===== src/rtl/param_updown_counter_pkg.sv =====
// Shared constants and elaboration-time helpers for the up/down counter.
// Direction encoding and parameter legality live here so sub-blocks agree.
package cnt_pkg;

   localparam logic CNT_DOWN = 1'b0;
   localparam logic CNT_UP   = 1'b1;

   function automatic bit cfg_ok(input int unsigned width,
                                 input longint unsigned max_val,
                                 input int unsigned prescale);
      return (width >= 32'd2) && (width <= 32'd32) &&
             (max_val <= ((64'd1 << width) - 64'd1)) &&
             (prescale >= 32'd1) && (prescale <= 32'd65535);
   endfunction

   // A one-cycle prescale still needs a 1-bit register to keep the datapath uniform.
   function automatic int unsigned presc_w(input int unsigned prescale);
      return (prescale <= 32'd1) ? 32'd1 : $clog2(prescale);
   endfunction

endpackage


===== src/rtl/param_updown_counter_if.sv =====
// Control/status bundle of param_updown_counter; master drives controls,
// slave (the counter) returns count, tc and ovf.
interface param_updown_counter_if #(
   parameter int unsigned WIDTH = 8
);
   logic             en;
   logic             up_dn;
   logic             clr;
   logic             load;
   logic [WIDTH-1:0] load_val;
   logic [WIDTH-1:0] count;
   logic             tc;
   logic             ovf;

   modport master (output en, up_dn, clr, load, load_val,
                   input  count, tc, ovf);
   modport slave  (input  en, up_dn, clr, load, load_val,
                   output count, tc, ovf);
endinterface


===== src/rtl/param_updown_counter_prescaler.sv =====
// Prescaler for param_updown_counter: one step per PRESCALE enabled cycles.
// With PRESCALE=1 the register stays at zero and step equals en.
module cnt_prescaler
   import cnt_pkg::*;
#(
   parameter int unsigned PRESCALE = 1
) (
   input  logic clk,
   input  logic rst,
   input  logic en,
   input  logic sync_clr,
   output logic step
);
   localparam int unsigned PW = presc_w(PRESCALE);
   localparam logic [PW-1:0] LAST = PW'(PRESCALE - 32'd1);

   logic [PW-1:0] phase;

   // Enabled-cycle counter; wraps on the cycle that emits a step.
   always_ff @(posedge clk or negedge rst) begin
      if (!rst) begin
         phase <= '0;
      end else if (sync_clr) begin
         phase <= '0;
      end else if (en) begin
         if (phase == LAST) begin
            phase <= '0;
         end else begin
            phase <= phase + PW'(1'b1);
         end
      end else begin
         phase <= phase;
      end
   end

   assign step = en && (phase == LAST);

endmodule


===== src/rtl/param_updown_counter.sv =====
// Parametrised up/down counter with prescaler, terminal-count pulse and sticky
// overflow. Define PARAM_UPDOWN_COUNTER_SATURATE_EN to saturate at the bounds.
module param_updown_counter
   import cnt_pkg::*;
#(
   parameter int unsigned     WIDTH    = 8,
   parameter longint unsigned MAX      = (64'd1 << WIDTH) - 64'd1,
   parameter int unsigned     PRESCALE = 1
) (
   input  logic                  clk,
   input  logic                  rst,
   param_updown_counter_if.slave bus
);
   if (!cfg_ok(WIDTH, MAX, PRESCALE)) begin : g_bad_cfg
      $error("param_updown_counter: illegal WIDTH/MAX/PRESCALE combination");
   end

   localparam logic [WIDTH-1:0] MAX_V = WIDTH'(MAX);
`ifdef PARAM_UPDOWN_COUNTER_SATURATE_EN
   localparam logic [WIDTH-1:0] BOUND_UP = MAX_V;
   localparam logic [WIDTH-1:0] BOUND_DN = '0;
`else
   localparam logic [WIDTH-1:0] BOUND_UP = '0;
   localparam logic [WIDTH-1:0] BOUND_DN = MAX_V;
`endif

   logic [WIDTH-1:0] count_q;
   logic             tc_q;
   logic             ovf_q;
   logic             step;
   logic [WIDTH-1:0] next_val;
   logic             at_bound;
   logic [WIDTH-1:0] load_clamped;

   cnt_prescaler #(
      .PRESCALE (PRESCALE)
   ) u_prescaler (
      .clk      (clk),
      .rst      (rst),
      .en       (bus.en),
      .sync_clr (bus.clr | bus.load),
      .step     (step)
   );

   // Value a step would produce, and whether that step hits a bound.
   always_comb begin
      next_val = count_q;
      at_bound = 1'b0;
      if (bus.up_dn == CNT_UP) begin
         if (count_q == MAX_V) begin
            at_bound = 1'b1;
            next_val = BOUND_UP;
         end else begin
            next_val = count_q + WIDTH'(1'b1);
         end
      end else begin
         if (count_q == '0) begin
            at_bound = 1'b1;
            next_val = BOUND_DN;
         end else begin
            next_val = count_q - WIDTH'(1'b1);
         end
      end
   end

   assign load_clamped = (bus.load_val > MAX_V) ? MAX_V : bus.load_val;

   // Count, terminal pulse and sticky overflow; clr > load > step > hold.
   always_ff @(posedge clk or negedge rst) begin
      if (!rst) begin
         count_q <= '0;
         tc_q    <= 1'b0;
         ovf_q   <= 1'b0;
      end else if (bus.clr) begin
         count_q <= '0;
         tc_q    <= 1'b0;
         ovf_q   <= 1'b0;
      end else if (bus.load) begin
         count_q <= load_clamped;
         tc_q    <= 1'b0;
         ovf_q   <= 1'b0;
      end else if (step) begin
         count_q <= next_val;
         tc_q    <= at_bound;
         ovf_q   <= ovf_q | at_bound;
      end else begin
         count_q <= count_q;
         tc_q    <= 1'b0;
         ovf_q   <= ovf_q;
      end
   end

   assign bus.count = count_q;
   assign bus.tc    = tc_q;
   assign bus.ovf   = ovf_q;

endmodule


===== src/flat_wrapper.sv =====
// flat-port wrapper written by rule: the top's interface ports become plain ports
module param_updown_counter_flat import cnt_pkg::*;
#(
   parameter int unsigned     WIDTH    = 8,
   parameter longint unsigned MAX      = (64'd1 << WIDTH) - 64'd1,
   parameter int unsigned     PRESCALE = 1
)
  (clk, rst, bus_en, bus_up_dn, bus_clr, bus_load, bus_load_val, bus_count, bus_tc, bus_ovf);
  param_updown_counter_if #(.WIDTH(WIDTH)) bus_i ();
  input  logic clk;
  input  logic rst;
  input wire logic [$bits(bus_i.en)-1:0] bus_en;
  input wire logic [$bits(bus_i.up_dn)-1:0] bus_up_dn;
  input wire logic [$bits(bus_i.clr)-1:0] bus_clr;
  input wire logic [$bits(bus_i.load)-1:0] bus_load;
  input wire logic [$bits(bus_i.load_val)-1:0] bus_load_val;
  output wire logic [$bits(bus_i.count)-1:0] bus_count;
  output wire logic [$bits(bus_i.tc)-1:0] bus_tc;
  output wire logic [$bits(bus_i.ovf)-1:0] bus_ovf;
  assign bus_i.en = bus_en;
  assign bus_i.up_dn = bus_up_dn;
  assign bus_i.clr = bus_clr;
  assign bus_i.load = bus_load;
  assign bus_i.load_val = bus_load_val;
  assign bus_count = bus_i.count;
  assign bus_tc = bus_i.tc;
  assign bus_ovf = bus_i.ovf;
  param_updown_counter #(.WIDTH(WIDTH), .MAX(MAX), .PRESCALE(PRESCALE)) u_core (.clk(clk), .rst(rst), .bus(bus_i));
endmodule

===== config.mk =====
export PLATFORM = sky130hd
export DESIGN_NAME = param_updown_counter_flat
export DESIGN_NICKNAME = d
export VERILOG_FILES = /design/src/rtl/param_updown_counter_pkg.sv /design/src/rtl/param_updown_counter_if.sv /design/src/rtl/param_updown_counter_prescaler.sv /design/src/rtl/param_updown_counter.sv /design/src/flat_wrapper.sv
export SDC_FILE = /design/constraint.sdc
export NUM_CORES = 1
export LEC_CHECK = 0
export CORE_MARGIN = 2
export CORE_UTILIZATION = 35
export DETAILED_ROUTE_END_ITERATION = 7
export GPL_ROUTABILITY_DRIVEN = 0
export PLACE_DENSITY = 0.6
export SLEW_MARGIN = 25
export SYNTH_ARGS = -nofsm -noshare
export SYNTH_HDL_FRONTEND = slang
export SYNTH_SLANG_ARGS = --single-unit

===== constraint.sdc =====
create_clock -name clk -period 5.4 [get_ports clk]
set_input_delay 1.08 -clock clk [delete_from_list [all_inputs] [get_ports clk]]
set_output_delay 1.08 -clock clk [all_outputs]
set_load 0.03 [all_outputs]

# ---- After elaboration in Yosys (flattened, before gate mapping)
# Cells that the tools add are included.
dict set report totals {
  register_bits 11
  in_bits 14
  out_inout_bits 10
  wordCells 35
}
dict set report op_classes {
  add_sub_neg 3
  order_cmp 1
  eq_ne 1
  n_mux 19
  bitwise_logic 3
  reduce_logical 4
}
# op n
set ops {}
lappend ops {{2-to-1 mux 8 bit} 7}
lappend ops {{2-to-1 mux 1 bit} 12}
lappend ops {{adder 8 x 1 -> 8 bit (second input constant)} 1}
lappend ops {{equality test 8 bit (second input constant)} 1}
lappend ops {{> comparator 8 bit (second input constant)} 1}
lappend ops {{zero test 8 bit} 1}
lappend ops {{subtractor 8 x 1 -> 8 bit (second input constant)} 1}
lappend ops {{nonzero test 3 bit} 1}
lappend ops {{bitwise OR 1 bit} 2}
lappend ops {{nonzero test 2 bit} 1}
lappend ops {{adder 1 bit (second input constant)} 1}
lappend ops {{logical AND 1 bit} 1}
lappend ops {{inverter 1 bit} 1}

# ---- Logic depth before layout (Yosys ltp)
# Gate-level depths: netlist (run 1).
dict set report depth {
  word_depth 7
  depth_mapped 8
}

# ---- Hierarchy
# Synthesis (run 1) repeated with hierarchy kept, for this count alone.
dict set report hier_totals {
  cells_unflattened 114
  area_unflattened_um2 999.7
}
# mod n_inst cells_each area_each_um2
set modules_own_cells {}
lappend modules_own_cells {param_updown_counter 1 113 992.2}
lappend modules_own_cells {cnt_prescaler 1 1 7.5}

# ---- Worst setup path after synthesis (run 1)
# OpenSTA, ideal clock, no wires.
dict set report synth_path {
  path_type {input -> register}
  startpoint {in bus_up_dn}
  endpoint {reg u_core.count_q[7] (netlist: u_core.bus.count[7])}
  setup_time_ns 0.130
  arrival_time_ns 2.026
  path_slack_ns 3.244
  path_stages 5
  path_buffers 1
  cell_sequence {clkbuf_1 > or3_4 > o211ai_1 > nor2_1 > a2bb2oi_1}
}
dict set report synth_via {
  elab_chain_cells 4
}
# element line
set synth_lines {}
lappend synth_lines {{start, declared} flat_wrapper.sv:13} ;# input wire logic [$bits(bus_i.up_dn)-1:0] bus_up_dn;
lappend synth_lines {{2-to-1 mux 8 bit} param_updown_counter.sv:49} ;# if (bus.up_dn == CNT_UP) begin
lappend synth_lines {{2-to-1 mux 8 bit} param_updown_counter.sv:82} ;# end else if (step) begin
lappend synth_lines {{2-to-1 mux 8 bit} param_updown_counter.sv:78} ;# end else if (bus.load) begin
lappend synth_lines {{2-to-1 mux 8 bit} param_updown_counter.sv:74} ;# end else if (bus.clr) begin
lappend synth_lines {{end signal, assigned} param_updown_counter.sv:79} ;# count_q <= load_clamped;
lappend synth_lines {{end signal, assigned} param_updown_counter.sv:83} ;# count_q <= next_val;
lappend synth_lines {{end signal, assigned} param_updown_counter.sv:87} ;# count_q <= count_q;
lappend synth_lines {{end, declared} param_updown_counter.sv:27} ;# logic [WIDTH-1:0] count_q;
# Every way passes these cells. The select of a mux whose other input is x is not followed.
# A chain may end at the register's enable or synchronous reset.

# ---- Worst setup path in the final report (run 1)
dict set report layout_path {
  startpoint {reg u_core.count_q[0] (netlist: u_core.bus.count[0])}
  endpoint {out bus_count[0]}
}
# element line
set layout_lines {}
lappend layout_lines {{end, declared} flat_wrapper.sv:17} ;# output wire logic [$bits(bus_i.count)-1:0] bus_count;
# No word-level cell between the ends.

==> results.toml, run 1 <==
[worst_setup_path]
reg2reg_depth = 4
path_max_fanout = 13
start_kind = "flip-flop"
path_buf_inv = 1
r2r_setup_slack_ps = 3380
cp_slowest_cell = "clkdlybuf4s50_1"
cp_top_family = "buffers and inverters"
crit_type = "flip-flop to output pin"
required_ps = 4320
critical-path-max-stage-delay_ps = 760
rr_startpoint = "u_core.bus.count[4]"
end_kind = "output pin"
r2r_end = "u_core.bus.count[2]"
crit_chain = "clkdlybuf4s50_1"
arrival_ps = 1630

[clocking]
hold_buffers = 0
clk_latency_ps = 270
clk_pin_slew_ps = 80
post_cts_resized = 0
clk_path_buf_depth = 2
ctsHtreeMaxLevel = 1
cts_buffers = 3
cts_tree = "done"
cts_setup_buffers = 0
clock_sinks = 10
cts_root_buffer = "clkbuf_4"

[die]
dieWidth_um = 55.3
start_util = 0.372
die_h_um = 55.3
ios = 24
die_area_mm2 = 0.00306
core-area_mm2 = 0.00248
row_count = 18

[run]
maxCapViolCount = 0

[logic_synthesis]
syn_inst = 120
synthTopCellsByArea = "dfrtp_1, o21ai_0, nand2_1"
synth_fp_nets = 137
synth_ff_type = "dfrtp_1"
synth-async-reset-ratio = 1.00
synth-seq-cells = 10
yosysTopAreaCell = "dfrtp_1"
seq_area_frac_synth = 0.272
ys_types = 43
mappedNetlistArea_um2 = 921
ys_warn_count = 0
yosysMostFrequentCell = "nand2_1"
yosysTopAreaCellShare = 0.272
synth-edff-count = 0
synthTopCellsByCount = "nand2_1, dfrtp_1, inv_1, o21ai_0"
avgSynthCellArea_um2 = 7.67

[global_route]
antenna_found_initial = 0
grt_usage = 0.187
grt_pass1_wl_mm = 4.65
grt_max_degree = 20
grt_pass1_vias = 933
gr-total-overflow = 0

[sta]
setup_tns_ps = 0
max_clock_freq_ghz = 0.369
setup_viol = 0
period_minus_slack_ps = 2710
rsz0062_at_grt = "no"
slew_headroom = 0.556
hold_viol = 0
hold_slack_ps = 526
max_slew.worst_pin.slew_ps = 663
fin_worst_skew_ps = 5.93
finalCritPeriodShare = 0.502
slew_viol_final = 0

[place]
io_buffers = 23
dp_hpwl_mm = 1.94

[min_path]
min_path_cells = 2
hold_start = "u_core.bus.ovf"
holdPathEnd = "u_core.bus.ovf"
hp-class = "flip-flop to flip-flop"

[layout]
nNetsFinal = 156
multiInputGateArea_um2 = 596
ff_latch_area_um2 = 250
n_antenna_cell = 0
area_delta_synth_final_pct = 28.5
fill_cells = 260
layout-drive-gt1-share = 0.0725

[power_and_ir_drop]
p_leak_nw = 0.470
powerDensity_mw_per_mm2 = 210
max-vdd-ir-drop_mv = 0.113

[routing]
drt_iter0_drc = 45
wl_per_cell_um = 15.7
drcViolationCount = 0
firstDrtPassIters = 4
vias_per_cell = 6.00
vias = 1008
drtAntennaViolNets = 0
wl_mm = 2.64

[outcome]
status = "finished, final reports clean"
## how the worst max path moves through the flow
stage | from | to | slack (ps) | depth (start not counted)
after global routing | u_core.bus.count[0] | bus_count[0] | 2630 | 1
after CTS | u_core.bus.count[0] | bus_count[0] | 2690 | 1
after detailed placement | bus_load | u_core.bus.count[7] | 2550 | 6
after global placement | bus_load | u_core.bus.count[7] | 2570 | 6
after floorplan | bus_up_dn | u_core.bus.count[7] | 3240 | 5
final | u_core.bus.count[0] | bus_count[0] | 2690 | 1
## area by class of cell
type / count / area share
repair buffers: 23 / 0.195
flip-flops and latches: 10 / 0.211
well taps: 30 / 0.0317
inverters: 9 / 0.0285
multi-input cells: 92 / 0.503
clock buffers: 4 / 0.0307
## layer usage
layer / track usage / wire (um)
met1: 0.264 / 1260
met2: 0.287 / 1210
met3: 0.0234 / 117
met4: 0.0732 / 43
met5: 0 / 0
## state kept, by name (all words and copies together), names as in the netlist
register / cells
u_core.bus.count: 8
u_core.bus.ovf: 1
u_core.bus.tc: 1
## metrics by stage
stage	worst slack, ps	utilization	std cells	total power, W	instance area (um2)
after detailed placement	2550	0.463	164	0.000179	1150
final	2690	0.478	168	0.000248	1180
after global routing	2630	0.478	168	0.000265	1180
after CTS	2690	0.478	168	0.000249	1180
after global placement	2570	0.463	164	0.000179	1150
after floorplan	3240	-	120	0.000148	921
## cell usage in the layout, fill, tap and decap left out, drive strengths merged, types with 3 or more instances in the layout
master,n
or3,3
dfrtp,10
nand3,3
inv,9
a21oi,6
ha,3
o21ai,9
clkdlybuf4s50,23
nor2b,3
nor3,6
nand2,12
clkbuf,4
nand4,5
and3,3
nor2,8
## power breakdown
| part | internal, W | leakage [nW] | total [W] | switching, W |
|---|---|---|---|---|
| sequential | 0.0000796 | 0.133 | 0.0000935 | 0.0000139 |
| combinational | 0.0000394 | 0.316 | 0.0000851 | 0.0000457 |
| clock | 0.0000409 | 0.0210 | 0.0000696 | 0.0000286 |
| total | 0.000160 | 0.470 | 0.000248 | 0.0000882 |
## cells by family (layout without fill, tap and decap cells)
| family | Yosys count | count (layout) | synth area share |
|---|---|---|---|
| and+or+nand+nor | 48 | 48 | 0.281 |
| DFF | 10 | 10 | 0.272 |
| muxes | 1 | 1 | 0.0109 |
| adders and majority gates | 3 | 3 | 0.0408 |
| AOI/OAI and AO/OA | 38 | 38 | 0.295 |
| xor gates and xnor gates | 2 | 2 | 0.0190 |
| buffers and inverters | 18 | 36 | 0.0815 |
(Power assumes the default switching activity.)
==> run 2, diff against run 1 <==
clock period = 2.5 ns   (was 5.4 ns; I/O delays follow)
==> results.toml, run 2 (synthesized netlist as in run 1, its figures left out) <==
[clocking]
cts_setup_buffers = 0
post_cts_resized = 0
cts_tree = "done"
clk_path_buf_depth = 2
clk_latency_ps = 270
ctsHtreeMaxLevel = 1
hold_buffers = 0
cts_buffers = 3
cts_root_buffer = "clkbuf_4"
clk_pin_slew_ps = 70
clock_sinks = 10

[routing]
vias = 1062
vias_per_cell = 6.07
drcViolationCount = 0
wl_mm = 2.76
wl_per_cell_um = 15.8
drtAntennaViolNets = 0
drt_iter0_drc = 63
firstDrtPassIters = 4

[worst_setup_path]
cp_slowest_cell = "clkdlybuf4s50_1"
r2r_setup_slack_ps = 490
arrival_ps = 1560
crit_chain = "clkdlybuf4s50_1"
required_ps = 2000
path_buf_inv = 1
path_max_fanout = 9
reg2reg_depth = 5
start_kind = "flip-flop"
cp_top_family = "buffers and inverters"
rr_startpoint = "u_core.bus.count[5]"
r2r_end = "u_core.bus.count[7]"
end_kind = "output pin"
crit_type = "flip-flop to output pin"
critical-path-max-stage-delay_ps = 740

[sta]
fin_ws_ps = 442
hold_viol = 0
max_slew.worst_pin.slew_ps = 477
setup_viol = 0
slew_viol_final = 0
max_clock_freq_ghz = 0.486
fin_worst_skew_ps = 6.33
finalCritPeriodShare = 0.823
setup_tns_ps = 0
rsz0062_at_grt = "no"
slew_headroom = 0.681
period_minus_slack_ps = 2060

[power_and_ir_drop]
powerDensity_mw_per_mm2 = 444
switchingPower_w = 0.000193
internal-power_w = 0.000355
p_leak_nw = 0.505
p_comb_frac = 0.381
pwr-share-seq = 0.349
pwr-share-clk = 0.270
switching_share = 0.353
max-vdd-ir-drop_mv = 0.245

[die]
ios = 24
die_area_mm2 = 0.00306
dieWidth_um = 55.3
core-area_mm2 = 0.00248
row_count = 18
die_h_um = 55.3
start_util = 0.372

[layout]
final_common_cell = "clkdlybuf4s50_1"
fill_cells = 252
layout_common_cells = "clkdlybuf4s50_1, nand2_1, dfrtp_1, inv_1, o21ai_0"
nNetsFinal = 163
final_cells = 175
area_delta_synth_final_pct = 34.2
layout-drive-gt1-share = 0.117
n_antenna_cell = 0
largest_reg_flops = 8
final_util = 0.499

[global_route]
grt_max_degree = 13
grt_usage = 0.188
grt_pass1_vias = 954
grt_pass1_wl_mm = 4.62
antenna_found_initial = 0
gr-total-overflow = 0

[outcome]
status = "finished, final reports clean"

[run]
maxCapViolCount = 0

[min_path]
hold_start = "u_core.bus.ovf"
hp-class = "flip-flop to flip-flop"
holdPathEnd = "u_core.bus.ovf"
min_path_cells = 2

[place]
dp_cells = 171
dp_hpwl_mm = 2.06
place_ws_ps = 363
io_buffers = 23
-- run 2: cell types whose count changed in the layout (fill, tap and decap cells not counted), sizes merged --
cell / before / now
buf: 0 / 7
-- run 2: worst max path at each step --
| stage | from | end | slack (ps) | depth (start not counted) |
|---|---|---|---|---|
| 2_1_floorplan | u_core.bus.count[2] | u_core.bus.count[7] | 480 | 6 |
| 3_3_place_gp | bus_en | u_core.bus.count[3] | 360 | 6 |
| 3_5_place_dp | bus_en | u_core.bus.count[3] | 360 | 6 |
| 4_1_cts | u_core.bus.count[3] | bus_count[3] | 450 | 1 |
| 5_1_grt | u_core.bus.count[3] | bus_count[3] | 380 | 1 |
| 6_report | u_core.bus.count[3] | bus_count[3] | 440 | 1 |
-- run 2: worst register-to-register path: stages, from the launching register on --
cell       delay [ps]
dfrtp_1           480
or4_4             600
or3_4             360
o211ai_1          240
nor2_1             70
a2bb2oi_1         130
-- run 2: through the flow --
stage / hold WS (ps) / area, um2 / total power (W)
3_5_place_dp: 526 / 1200 / 0.000399
3_3_place_gp: 514 / 1200 / 0.000400
4_1_cts: 536 / 1240 / 0.000548
2_1_floorplan: 204 / 921 / 0.000319
6_report: 535 / 1240 / 0.000548
5_1_grt: 562 / 1240 / 0.000580
-- run 2: area by class of cell --
| cell class | instances | area (um2) | share of cell area |
|---|---|---|---|
| clock buffers | 4 | 36.3 | 0.0294 |
| inverters | 9 | 33.8 | 0.0273 |
| multi-input cells | 92 | 596 | 0.482 |
| flip-flops and latches | 10 | 250 | 0.202 |
| well taps | 30 | 37.5 | 0.0304 |
| repair buffers | 30 | 283 | 0.229 |
-- run 2: power groups by stage --
stage          sequential, W  combinational, W  clock [W]
2_1_floorplan       0.000209          0.000110          0
3_3_place_gp        0.000194          0.000206          0
3_5_place_dp        0.000194          0.000205          0
4_1_cts             0.000191          0.000207   0.000150
5_1_grt             0.000193          0.000226   0.000161
6_report            0.000191          0.000209   0.000148
-- run 2: metal layers --
metal	vias up	routed length (um)	part of all wire	track usage
met5	-	0	0	0
met4	0	65	0.024	0.0836
met3	7	215	0.078	0.0187
met2	65	1240	0.45	0.282
met1	489	1240	0.45	0.272
li1	501	-	-	-
==> run 3, diff against run 2 <==
PLACE_DENSITY = 0.62   (was 0.6)
clock period = 1.76 ns   (was 2.5 ns; I/O delays follow)
==> results.toml, run 3 (synthesized netlist as in run 1, its figures left out) <==
[global_route]
antenna_found_initial = 0
grt_pass1_vias = 1130
grt_pass1_wl_mm = 5.55
grt_usage = 0.229
grt_max_degree = 13
gr-total-overflow = 0

[die]
core-area_mm2 = 0.00248
dieWidth_um = 55.3
start_util = 0.372
ios = 24
die_h_um = 55.3
row_count = 18
die_area_mm2 = 0.00306

[layout]
final_util = 0.587
layout_common_cells = "buf_4, clkdlybuf4s50_1, nand2_1, inv_1, nor2_1"
nNetsFinal = 181
final_common_cell = "buf_4"
n_antenna_cell = 0
layout-drive-gt1-share = 0.288
largest_reg_flops = 8
area_delta_synth_final_pct = 58.0

[sta]
setup_viol = 6
max_slew.worst_pin.slew_ps = 490
fin_ws_ps = -134
period_minus_slack_ps = 1890
max_clock_freq_ghz = 0.528
fin_worst_skew_ps = 1.31
slew_headroom = 0.672
setup_tns_ps = -385
slew_viol_final = 0
finalCritPeriodShare = 1.08
rsz0062_at_grt = "yes"
hold_viol = 0

[worst_setup_path]
path_buf_inv = 0
end_kind = "flip-flop"
crit_chain = "or4_4 > or3_4 > o211ai_1 > nor2_1 > a2bb2oi_1"
start_kind = "flip-flop"
required_ps = 1930
critical-path-max-stage-delay_ps = 580
cp_slowest_cell = "or4_4"
crit_type = "flip-flop to flip-flop"
arrival_ps = 2070
path_max_fanout = 4
cp_top_family = "simple AND/OR/NAND/NOR gates"

[clocking]
ctsHtreeMaxLevel = 1
clock_sinks = 10
clk_latency_ps = 290
cts_root_buffer = "clkbuf_4"
cts_buffers = 3
hold_buffers = 0
clk_pin_slew_ps = 80
clk_path_buf_depth = 2
cts_tree = "done"

[routing]
vias_per_cell = 5.91
drcViolationCount = 0
wl_mm = 3.24
drt_iter0_drc = 58
drtAntennaViolNets = 0
vias = 1141
wl_per_cell_um = 16.8
firstDrtPassIters = 4

[run]
maxCapViolCount = 0

[power_and_ir_drop]
p_comb_frac = 0.441
switching_share = 0.377
max-vdd-ir-drop_mv = 0.446
p_leak_nw = 0.636
pwr-share-clk = 0.264
pwr-share-seq = 0.295
powerDensity_mw_per_mm2 = 607
internal-power_w = 0.000550
switchingPower_w = 0.000333

[place]
io_buffers = 23
dp_hpwl_mm = 2.30

[outcome]
violations = "setup timing"
status = "finished with violations"

[min_path]
hp-class = "input port to async pin"
-- run 3: power groups by stage --
stage	clock network [W]	logic (W)	registers [W]
detailed placement	0	0.000344	0.000264
floorplan	0	0.000158	0.000299
global placement	0	0.000344	0.000264
global route	0.000247	0.000421	0.000263
CTS	0.000230	0.000351	0.000260
finish	0.000233	0.000390	0.000261
-- run 3: worst reg2reg max path: cells and delay by family, from the launching register on --
kind	cells	cell delay, ps
AOI/OAI and AO/OA	2	350
DFF	1	410
and+or+nand+nor	3	1020
-- run 3: final cells by class --
| type | count | area (um2) |
|---|---|---|
| clock buffer | 4 | 36.3 |
| fill | 238 | 1020 |
| inverter | 9 | 33.8 |
| multi-input combinational | 92 | 676 |
| sequential | 10 | 255 |
| tap | 30 | 37.5 |
| timing repair buffer | 48 | 417 |
-- run 3: repair_timing --
action | CTS | global route
setup buffers | 0 | 1
endpoints found under the setup margin | 13 | 10
pin swaps | 3 | 9
resized for setup | 10 | 12
gates cloned | 0 | 0
-- run 3: layer usage --
metal,routed length [um],part of all wire,up-vias,global-route usage
met5,0,0,-,0
met4,102,0.032,0,0.108
met3,239,0.074,10,0.0515
met2,1550,0.48,54,0.369
met1,1350,0.42,540,0.289
li1,-,-,537,-
-- run 3: worst paths after layout --
kind	start	endpoint	slack, ps	depth (start not counted)
setup / recovery	u_core.bus.count[5]	u_core.bus.count[7]	-130	5
hold / removal	rst	u_core.bus.count[4]	390	1
setup reg to reg	u_core.bus.count[5]	u_core.bus.count[7]	-130	5
hold reg to reg	u_core.bus.ovf	u_core.bus.ovf	520	2
max in group asynchronous	rst	u_core.bus.count[0]	1020	1
min in group clk	u_core.bus.ovf	u_core.bus.ovf	520	2
-- run 3: stage by stage --
| stage | instance area, um2 | total power [W] | hold slack (ps) | instances | worst slack [ps] |
|---|---|---|---|---|---|
| floorplan | 931 | 0.000457 | 56.4 | 120 | -197 |
| detailed placement | 1330 | 0.000608 | 518 | 188 | -92.1 |
| global route | 1460 | 0.000931 | 435 | 193 | -185 |
| global placement | 1330 | 0.000608 | 505 | 188 | -93.5 |
| finish | 1460 | 0.000883 | 387 | 193 | -134 |
| CTS | 1380 | 0.000841 | 427 | 192 | -126 |
